--- src/rtl/uart_rx_cfg.sv ---
// Configurable UART receiver: per-frame latched prescale, data length, parity and stop bits,
// 3-sample majority voting, and a single-entry output register with overrun detection.
module uart_rx_cfg #(
  parameter int MAX_WIDTH  = 9,
  parameter int PRESCALE_W = 6
) (
  input  logic                  CLK,
  input  logic                  RST,
  input  logic                  RX_IN,
  input  logic [PRESCALE_W-1:0] PRESCALE,
  input  logic [3:0]            DATA_LEN,
  input  logic                  PARITY_ENABLE,
  input  logic                  PARITY_TYPE,
  input  logic                  STOP_BITS,
  input  logic                  DATA_READY,
  output logic [MAX_WIDTH-1:0]  P_DATA,
  output logic                  DATA_VALID,
  output logic                  PAR_ERR,
  output logic                  FRAME_ERR,
  output logic                  OVERRUN,
  output logic                  BUSY,
  output logic [2:0]            fsm_state
);

  // Output handshake: P_DATA is consumed on any cycle where DATA_VALID and DATA_READY are both high.
  typedef enum logic [2:0] {IDLE, START, DATA, PARITY, STOP1, STOP2, DONE} state_t;

  localparam logic [PRESCALE_W-1:0] P_MIN   = PRESCALE_W'(6);
  localparam logic [PRESCALE_W-1:0] ONE     = PRESCALE_W'(1);
  localparam logic [PRESCALE_W-1:0] TWO     = PRESCALE_W'(2);
  localparam logic [3:0]            LEN_MAX = 4'(MAX_WIDTH);

  state_t                  state, state_next;
  logic                    rx_s1, rx_s2, line;
  logic [PRESCALE_W-1:0]   p_lat, cnt, half;
  logic [3:0]              len_lat, bit_idx;
  logic                    pe_lat, pt_lat, sb_lat;
  logic [2:0]              samp;
  logic [MAX_WIDTH-1:0]    shreg;
  logic                    par_bit, stop_bad;
  logic                    bit_end, resolve, maj, par_bad, good, load;

  assign line    = rx_s2;
  assign half    = p_lat >> 1;
  assign bit_end = (cnt == p_lat - ONE);
  assign resolve = (cnt == half + TWO);
  assign maj     = (samp[0] & samp[1]) | (samp[0] & samp[2]) | (samp[1] & samp[2]);

  // shreg is cleared at frame start, so reducing all of it equals reducing the received bits.
  assign par_bad = pe_lat && (par_bit != ((^shreg) ^ pt_lat));
  assign good    = (state == DONE) && !par_bad && !stop_bad;
  assign load    = good && (!DATA_VALID || DATA_READY);

  assign PAR_ERR   = (state == DONE) && par_bad;
  assign FRAME_ERR = (state == DONE) && stop_bad;
  assign OVERRUN   = good && DATA_VALID && !DATA_READY;
  assign BUSY      = (state != IDLE);
  assign fsm_state = state;

  always_ff @(posedge CLK or posedge RST) begin
    if (RST) state <= IDLE;
    else     state <= state_next;
  end

  always_comb begin
    state_next = state;
    case (state)
      IDLE:   if (!line) state_next = START;
      START: begin
        if (resolve && maj) state_next = IDLE;
        else if (bit_end)   state_next = DATA;
      end
      DATA:   if (bit_end && (bit_idx == len_lat - 4'd1))
                state_next = pe_lat ? PARITY : STOP1;
      PARITY: if (bit_end) state_next = STOP1;
      STOP1: begin
        if (sb_lat) begin
          if (bit_end) state_next = STOP2;
        end else if (resolve) begin
          state_next = DONE;
        end
      end
      STOP2:  if (resolve) state_next = DONE;
      DONE:   state_next = IDLE;
      default: state_next = IDLE;
    endcase
  end

  always_ff @(posedge CLK or posedge RST) begin
    if (RST) begin
      rx_s1      <= 1'b1;
      rx_s2      <= 1'b1;
      cnt        <= '0;
      p_lat      <= '0;
      len_lat    <= '0;
      pe_lat     <= 1'b0;
      pt_lat     <= 1'b0;
      sb_lat     <= 1'b0;
      bit_idx    <= '0;
      samp       <= '0;
      shreg      <= '0;
      par_bit    <= 1'b0;
      stop_bad   <= 1'b0;
      P_DATA     <= '0;
      DATA_VALID <= 1'b0;
    end else begin
      rx_s1 <= RX_IN;
      rx_s2 <= rx_s1;

      // Cycle 0 of the start bit is spent in IDLE, so the first START cycle is count 1.
      if (state_next == IDLE || state_next == DONE) cnt <= '0;
      else if (state == IDLE)                        cnt <= ONE;
      else if (bit_end)                              cnt <= '0;
      else                                           cnt <= cnt + ONE;

      if (state == IDLE && !line) begin
        p_lat    <= (PRESCALE < P_MIN) ? P_MIN : PRESCALE;
        len_lat  <= (DATA_LEN < 4'd5 || DATA_LEN > LEN_MAX) ? LEN_MAX : DATA_LEN;
        pe_lat   <= PARITY_ENABLE;
        pt_lat   <= PARITY_TYPE;
        sb_lat   <= STOP_BITS;
        bit_idx  <= '0;
        shreg    <= '0;
        par_bit  <= 1'b0;
        stop_bad <= 1'b0;
      end

      if (state != IDLE && (cnt == half - ONE || cnt == half || cnt == half + ONE))
        samp <= {samp[1:0], line};

      if (resolve) begin
        case (state)
          DATA:          shreg[bit_idx] <= maj;
          PARITY:        par_bit <= maj;
          STOP1, STOP2:  if (!maj) stop_bad <= 1'b1;
          default: ;
        endcase
      end

      if (state == DATA && bit_end) bit_idx <= bit_idx + 4'd1;

      if (load) begin
        P_DATA     <= shreg;
        DATA_VALID <= 1'b1;
      end else if (DATA_VALID && DATA_READY) begin
        DATA_VALID <= 1'b0;
      end
    end
  end

endmodule

--- config.mk ---
export PLATFORM = sky130hd
export DESIGN_NAME = uart_rx_cfg
export DESIGN_NICKNAME = d
export VERILOG_FILES = /design/src/rtl/uart_rx_cfg.sv
export SDC_FILE = /design/constraint.sdc
export NUM_CORES = 1
export LEC_CHECK = 0
export ABC_AREA = 1
export CAP_MARGIN = 40
export CORE_AREA = 8 8 116 118
export CTS_BUF_LIST = sky130_fd_sc_hd__clkbuf_8
export DETAILED_ROUTE_END_ITERATION = 8
export DIE_AREA = 0 0 124 126
export SYNTH_ARGS = -nofsm -noshare
export SYNTH_HDL_FRONTEND = slang
export SYNTH_SLANG_ARGS = --single-unit
--- constraint.sdc ---
create_clock -name CLK -period 1.94 [get_ports CLK]
set_input_delay 0.194 -clock CLK [delete_from_list [all_inputs] [get_ports CLK]]
set_output_delay 0.194 -clock CLK [all_outputs]
set_load 0.01 [all_outputs]
# Yosys cells after proc, flatten, opt, wreduce, memory -nomap -nowiden
# Cells that the tools add are included.
# word_totals
ff_bits	52
in_bits	17
out_inout_bits	17
wordCells	112
# classes
n_addsub	7
magnitude_cmp	5
eq_ne	14
n_mux	32
bitwise_logic	6
n_reduce_logical	32
# ops
cell	n
$mux W3	9
$mux W9	3
$eq A6 B6 Y1	4
$mux W6	4
$pmux W3 S6	1
$logic_and A1 B1 Y1	15
$eq A3 B3 Y1 const B	4
$mux W4	3
$mux W1	10
$bwmux W9	1
$reduce_xor A9 Y1	1
$add A5 B1 Y6 const B	1
$add A5 B2 Y6 const B	1
$add A6 B1 Y6 const B	1
$eq A3 B2 Y1 const B	2
$eq A6 B5 Y1	1
$logic_not A3 Y1	2
$lt A6 B3 Y1 const B	1
$sub A5 B1 Y6 const B	1
$sub A6 B1 Y6 const B	1
$logic_not A1 Y1	5
$logic_or A1 B1 Y1	5
$lt A4 B5 Y1 const B	1
$add A4 B1 Y4 const B	1
14 further kinds	18

# Longest topological paths before layout
# Gate-level depths: netlist of the first run.
# depth
ltp_word	9
ltp_mapped	16

# Worst setup path before layout of the first run
# No wires, ideal clock.
# synth_path
path_type	reg-to-reg
startpoint	reg p_lat[2]
endpoint	reg cnt[0]
t_arrival_ns	1.869
required_time_ns	1.812
path_slack_ns	-0.057
path_stages_with_launch	14
path_buffers	0
period_less_slack_ns	1.997
path_cell_list	dfrtp_1 inv_1 ha_1 inv_1 nor3_2 nand3_1 nand2_2 nand3_4 a21oi_1 nand2_1 nor2_2 nand3_2 nand2_4 a21oi_1
# synth_between
elab_chain_cells	8
# synth_lines
item	line_no	source
start, declared	35	logic [PRESCALE_W-1:0] p_lat, cnt, half;
start signal, assigned	117	p_lat <= (PRESCALE < P_MIN) ? P_MIN : PRESCALE;
$sub A6 B1 Y6 or $add A5 B2 Y6 (tied branches)	45, 46	
$eq A6 B6 Y1 (on tied branches)	45, 46	
$mux W3, or another cell as far along	78	if (bit_end) state_next = STOP2;
$mux W3 (on tied branches)	77, 70, 73	
$pmux W3 S6	67	case (state)
$eq A3 B3 Y1 or $logic_not A3 Y1 (tied branches)	111	if (state_next == IDLE || state_next == DONE) cnt <= '0;
$logic_or A1 B1 Y1	111	
$mux W6 *	111	
end signal, assigned	114	else cnt <= cnt + ONE;
end, declared	35	
# Every way passes the cells marked *; elsewhere a longest branch is shown, timed or not.
# A chain may end at the register's enable or synchronous reset.

# Worst setup path after layout of the first run
# layout_path
startpoint	reg p_lat[2]
endpoint	reg cnt[5]
# Same word-level chain as after synthesis.

==> results by group, run 1 <==
Detailed routing
  – DRC: 0
  – Vias: between 3000 and 4000
  – Post-route ant nets: 0
  – Post-DR vias/cell: 4.679
  – Initial DRT Pass Iterations: 4
  – Drt total wl: 8.892 mm
  – Initial drt markers: 92
  – Avg WL per Cell: 13.08 um

GRT
  – Initial antenna violation count: 0
  – Wire length of the first global-routing pass: 14.65 mm
  – Pin count of the biggest net entering global routing: 53
  – Total global-route track usage: 0.1135
  – Gr ovfl total: 0
  – Via count of the first global-routing pass: 3126

Final layout
  – Diode count: 0
  – Final Instance Area: 4587 um^2
  – P&R area growth vs syn: 38.29%
  – Post-layout net count: 562
  – Non-Filler Instances: around 700
  – Share of layout cells above drive strength 1: 0.2739

Timing
  – Highest Clock Rate: about 0.49 GHz
  – Clk_skew: 0.005925 ns
  – Final Slew Violations: 0
  – Worst slew margin: 0.5967
  – Final min period: 2.055 ns
  – Tcrit/Tclk final: 1.059
  – RSZ-0062 raised after global routing: yes
  – Worst-margin pin slew: roughly 0.6 ns
  – Endpoints failing hold: 0
  – Post-route setup slack: -0.1150 ns
  – Final setup fails: 9
  – WHS: between 0.2 and 0.25 ns

Place
  – Area post-placement: 4101 um^2
  – Placer Congestion: 0.8970
  – DP Cell Count: ~660
  – Dpl ws: -0.1590 ns
  – DP HPWL: approximately 6.6 mm
  – Buffers on Ports: 33

Power and ir drop
  – Switching share of power: 0.4735
  – Pwr Density: 1305 nW/um^2
  – P_int: 0.003152 W
  – Psw: 0.002835 W
  – Seq pwr share: 0.260
  – Leak: 2.183 nW
  – Max rail drop VDD: approximately 0.46 mV
  – Clock Power Share: 0.105
  – Logic pwr share: 0.635

Floorplanning
  – Die Wd: 124 um
  – Starting Density: 0.2832
  – Rows: 40
  – Ports: 34
  – Core box area: roughly 12000 um^2
  – Die Height: 126 um
  – Area of the die: 15620 um^2

Yosys
  – Synth async-reset ratio: 1.000
  – Syn. warnings: 0
  – Top_reg_cell synth: dfrtp_1
  – EDFF count, synth: 0
  – Post-synthesis cell area: 3317 um^2
  – Synth cell types: 37
  – Instance count of the mapped netlist: 452
  – Syn avg cell area: 7.338 um^2
  – Flop and latch count out of synthesis: 52
  – Syn Nets: 482
  – Sequential element share of the synthesized area: 0.3931

Critical path
  – Startpoint Class: register
  – Critical-path maximum fanout: 7
  – WP buf/inv: 3
  – Worst path slowest cell: dfrtp_1
  – CP peak stage delay: 0.42 ns
  – Worst Setup End Kind: register
  – Top delay family on crit path: simple AND/OR/NAND/NOR gates
  – Worst Path Arrival: 2.25 ns
  – Critical Path RT: approximately 2.1 ns
  – Cell chain of the critical path: inv_4 -> ha_4 -> inv_4 -> nor3_4 -> nand2_1 -> nand2_2 -> nand2_4 -> nand3_4 -> inv_4 -> nand2_2 -> nand2_2 -> nor2_4 -> nand3_2 -> nand2_4 -> a21oi_2
  – Kind of critical path: register to register

Status
  – Status: finished with violations
  – Violated checks: setup timing

Clocking
  – Skew-Pair Late Insertion Delay: 0.31 ns
  – # hold bufs at CTS: 0
  – H-tree depth: 2
  – CTS tree: built
  – CTS clock-pin slew for the worst setup and hold paths: 0.10 ns
  – CTS buffer count: 5
  – Total clock sinks: 52
  – Longest Clk Path Bufs: 2
  – Clk root buf: clkbuf_8

Min path
  – Type of the worst min-delay path: primary input to async pin

Job
  – Number of max-cap violations: 0
metrics by stage:
stage | util | setup TNS (ns) | total power, W
floorplan | - | 0 | 0.003532
global placement | 0.3502 | -0.9306 | 0.004504
detailed placement | 0.3502 | -1.212 | 0.004575
CTS | 0.3645 | -0.3606 | 0.005393
global route | 0.3917 | -2.669 | 0.006519
finish | 0.3917 | -0.8401 | 0.005987
power by group through the flow:
stage | combinational (W) | sequential (W) | clock (W)
2_1_floorplan | 0.00201 | 0.00152 | 0
6_report | 0.00380 | 0.00156 | 0.000629
5_1_grt | 0.00424 | 0.00159 | 0.000690
3_3_place_gp | 0.00296 | 0.00155 | 0
4_1_cts | 0.00319 | 0.00154 | 0.000656
3_5_place_dp | 0.00302 | 0.00156 | 0
cell families after synthesis:
kind of cell	count (synthesis)	share of synthesized area
compound gates	52	0.08752
xor+xnor	26	0.06865
fa+ha+maj	13	0.04904
buf+inv	70	0.08525
flops	52	0.3931
simple gates	239	0.3165
layer usage:
layer	up-vias	global-route usage	routed length (um)	part of all wire
met5	-	0	0	0
met4	0	0.03852	238	0.027
met3	18	0.01609	267	0.030
met2	62	0.1956	4577	0.51
met1	1512	0.1400	3809	0.43
li1	1590	-	-	-
sequential cells by signal (all words and copies together), names as in the netlist, 3 cells and up:
signal,count
P_DATA,9
shreg,9
cnt,6
p_lat,6
bit_idx,4
len_lat,4
fsm_state,3
samp,3
cells in the final DEF, fill, tap and decap left out, types with 2 or more instances in the layout:
cell type and count:
nand2_1 117, buf_2 2, nor2_2 6, inv_4 7, inv_1 48, nand3_4 2
ha_1 7, clkdlybuf4s50_1 30, buf_4 39, nor2_4 4, inv_2 9, nand3_1 31
o21ai_2 2, nand2_2 18, clkinv_4 2, clkbuf_8 5, a21oi_2 11, o21ai_0 14
o22ai_1 2, dfrtp_1 49, nand2_4 5, a21oi_1 10, nor3_1 3, o21ai_1 4
nand4_1 10, buf_6 6, nor2_1 30, xnor2_1 9, xor2_1 14, xnor2_2 3
nand3_2 7, o22ai_2 2, dfstp_2 2, ha_4 5
tightest hold or removal path, delay by kind of cell:
kind	cells	cell delay [ns]
buffers and inverters	3	0.74
final timing paths:
| kind | start | endpoint | slack, ns | cells past startpoint |
|---|---|---|---|---|
| max in group asynchronous | RST | rx_s1 | 1.42 | 3 |
| min reg2reg | rx_s1 | line | 0.36 | 0 |
| min | RST | DATA_VALID | 0.24 | 3 |
| max reg2reg | p_lat[2] | cnt[5] | -0.12 | 15 |
| max | p_lat[2] | cnt[5] | -0.12 | 15 |
| min in group CLK | RX_IN | rx_s1 | 0.28 | 1 |
synthesized netlist by cell type, types with 2 or more instances:
master / count / area [um^2]
nor3_1: 3 / 15.01
dfrtp_1: 50 / 1251
a21oi_1: 20 / 100.1
xor2_1: 14 / 122.6
nand2_2: 3 / 18.77
dfstp_2: 2 / 52.55
nand3_1: 37 / 185.2
clkbuf_1: 3 / 11.26
inv_4: 2 / 12.51
inv_2: 7 / 26.28
nand2_1: 136 / 510.5
nor2_1: 37 / 138.9
o21ai_0: 19 / 95.09
nand2_4: 2 / 22.52
inv_1: 54 / 202.7
xnor2_1: 12 / 105.1
nand3_2: 2 / 20.02
a21oi_2: 2 / 17.52
nand4_1: 10 / 62.56
o22ai_1: 4 / 25.02
buf_2: 2 / 10.01
ha_1: 13 / 162.7
nor3_2: 2 / 20.02
nor2_2: 3 / 18.77
layout make-up:
type	count	area, um^2
repair buffers	79	699.4
well taps	147	183.9
clock inverters	3	20.02
clock buffers	5	68.82
flip-flops and latches	52	1305
fillers	1234	7124
multi-input cells	330	2047
inverters	64	262.8
repair_timing:
action                     CTS  global route
buffers inserted             6             6
resized for setup           25            77
setup endpoints to repair   18            37
pin swaps                    9            34
cloned                       0             0
No activity file was read; power rests on OpenSTA's default activity.
==> run 2, diff against run 1 <==
Settings changed: SKIP_CTS_REPAIR_TIMING set to 1.
==> results by group, run 2 (synthesis gave the netlist of run 1 again) <==
GRT
  – Initial antenna violation count: 0
  – Pin count of the biggest net entering global routing: 53
  – Via count of the first global-routing pass: 3082
  – Total global-route track usage: 0.1114
  – Gr ovfl total: 0
  – Wire length of the first global-routing pass: 14.35 mm

Min path
  – Type of the worst min-delay path: primary input to async pin

Final layout
  – Biggest regs: P_DATA x9, shreg x9
  – Post-layout net count: 562
  – Non-Filler Instances: 680
  – Area occupied by registers: 1304 um^2
  – Share of layout cells above drive strength 1: 0.2477
  – Commonest non-fill, non-tap cell in the layout: nand2_1
  – Commonest cells after routing, fill and taps aside: nand2_1, dfrtp_1, inv_1, buf_4, nand3_1
  – Number of fill cells: around 1200
  – Diode count: 0
  – P&R area growth vs syn: 36.67%
  – Footprint of the multi-input gates: roughly 2000 um^2

Critical path
  – CP startpoint: p_lat[1]
  – Critical Path RT: 2.14 ns
  – Critical-path maximum fanout: 7
  – Worst Setup EP: cnt[0]
  – Kind of critical path: register to register
  – Startpoint Class: register
  – Worst Setup End Kind: register
  – R2R Path End: cnt[0]
  – Reg2Reg Launch Point: p_lat[1]
  – Worst R2R Path Depth: 14
  – R2R setup slack: -0.18 ns
  – Worst Path Arrival: 2.32 ns

Power and ir drop
  – Pwr Density: 1306 nW/um^2
  – Logic pwr share: 0.630
  – Seq pwr share: 0.263
  – Psw: 0.002790 W
  – Leak: approximately 2.2 nW
  – Clock Power Share: 0.107
  – P_int: 0.003131 W
  – Switching share of power: 0.4712
  – PnR Total Power: 0.005920 W
  – Max rail drop VDD: ~0.43 mV

Clocking
  – H-tree depth: 2
  – CTS clock-pin slew for the worst setup and hold paths: 0.10 ns
  – Total clock sinks: between 50 and 60
  – Longest Clk Path Bufs: 2
  – Clk root buf: clkbuf_8
  – CTS tree: built
  – CTS buffer count: 5
  – Skew-Pair Late Insertion Delay: 0.31 ns

Timing
  – Worst slew margin: 0.6272
  – Final setup fails: 9
  – RSZ-0062 raised after global routing: yes
  – Tcrit/Tclk final: 1.095
  – Endpoints failing hold: 0
  – Final Slew Violations: 0
  – Clk_skew: roughly 0.0055 ns
  – Final min period: 2.124 ns
  – Worst-margin pin slew: 0.5550 ns
  – Highest Clock Rate: around 0.47 GHz
  – Post-route setup slack: -0.1841 ns

Detailed routing
  – Initial DRT Pass Iterations: 4
  – DRC: 0
  – Post-route ant nets: 0
  – Avg WL per Cell: between 10 and 15 um
  – Drt total wl: 8.891 mm
  – Initial drt markers: 112
  – Post-DR vias/cell: approximately 4.7
  – Vias: 3173

Status
  – Status: finished with violations
  – Violated checks: setup timing

Place
  – DP HPWL: roughly 6.6 mm
  – Placer Congestion: 0.8970
  – Buffers on Ports: 33
  – DP Cell Count: between 600 and 700
  – Dpl ws: -0.1590 ns

Job
  – Number of max-cap violations: 0

Floorplanning
  – Core box area: about 12000 um^2
  – Die Height: 126 um
  – Area of the die: 15620 um^2
  – Starting Density: 0.2832
  – Ports: 34
  – Die Wd: 124 um
  – Rows: 40
-- run 2: changes by cell type in the layout (fill, tap and decap cells not counted), moves of 2 or more --
| cell | previous run | this run |
|---|---|---|
| nand2_1 | 117 | 122 |
| nor2_4 | 4 | 2 |
| nand2_2 | 18 | 13 |
| dlymetal6s2s_1 | 0 | 2 |
| buf_4 | 39 | 42 |
| inv_1 | 48 | 50 |
| buf_6 | 6 | 3 |
-- run 2: worst min-delay path by stage --
stage,endpoint,slack (ns),depth (start not counted)
after floorplan,rx_s1,0.20,0
after global placement,line,0.35,0
after detailed placement,line,0.35,0
after CTS,par_bit,0.26,3
after global routing,DATA_VALID,0.28,3
final,DATA_VALID,0.24,3
-- run 2: per-layer routing --
layer	track usage	wire length, um	vias up
li1	-	-	1589
met1	0.1382	3859	1517
met2	0.1896	4602	53
met3	0.01609	231	14
met4	0.04062	198	0
met5	0	0	-
-- run 2: power groups by stage --
| stage | combinational [W] | clock (W) | sequential, W |
|---|---|---|---|
| floorplan | 0.00201 | 0 | 0.00152 |
| global placement | 0.00296 | 0 | 0.00155 |
| detailed placement | 0.00302 | 0 | 0.00156 |
| CTS | 0.00303 | 0.000656 | 0.00154 |
| global route | 0.00416 | 0.000690 | 0.00159 |
| finish | 0.00373 | 0.000633 | 0.00156 |
-- run 2: per-stage QoR --
step	hold slack, ns	TNS, ns	util	instance area, um^2
after floorplan	0.1985	0	-	3329
after global placement	0.3475	-0.9306	0.3502	4101
after detailed placement	0.3478	-1.212	0.3502	4101
after CTS	0.2583	-2.318	0.3578	4190
after global routing	0.2788	-3.527	0.3871	4533
final	0.2403	-1.215	0.3871	4533
-- run 2: cell type report --
class | count | area share
Clock buffer | 5 | 0.01518
Multi-Input combinational cell | 330 | 0.4405
Timing Repair Buffer | 79 | 0.1543
Clock inverter | 3 | 0.004416
Sequential cell | 52 | 0.2876
Tap cell | 147 | 0.04057
Inverter | 64 | 0.05741
-- run 2: critical path, stage by stage (launching register included) --
cell and delay, ns:
dfrtp_1 0.40, inv_4 0.07, ha_4 0.16, inv_1 0.12, nand2_1 0.07, nand2_1 0.08
nand3_2 0.10, a21oi_2 0.20, nand3_4 0.15, a21oi_2 0.17, nand2_1 0.08, nor2_2 0.13
nand3_2 0.09, nand2_4 0.12, a21oi_2 0.06
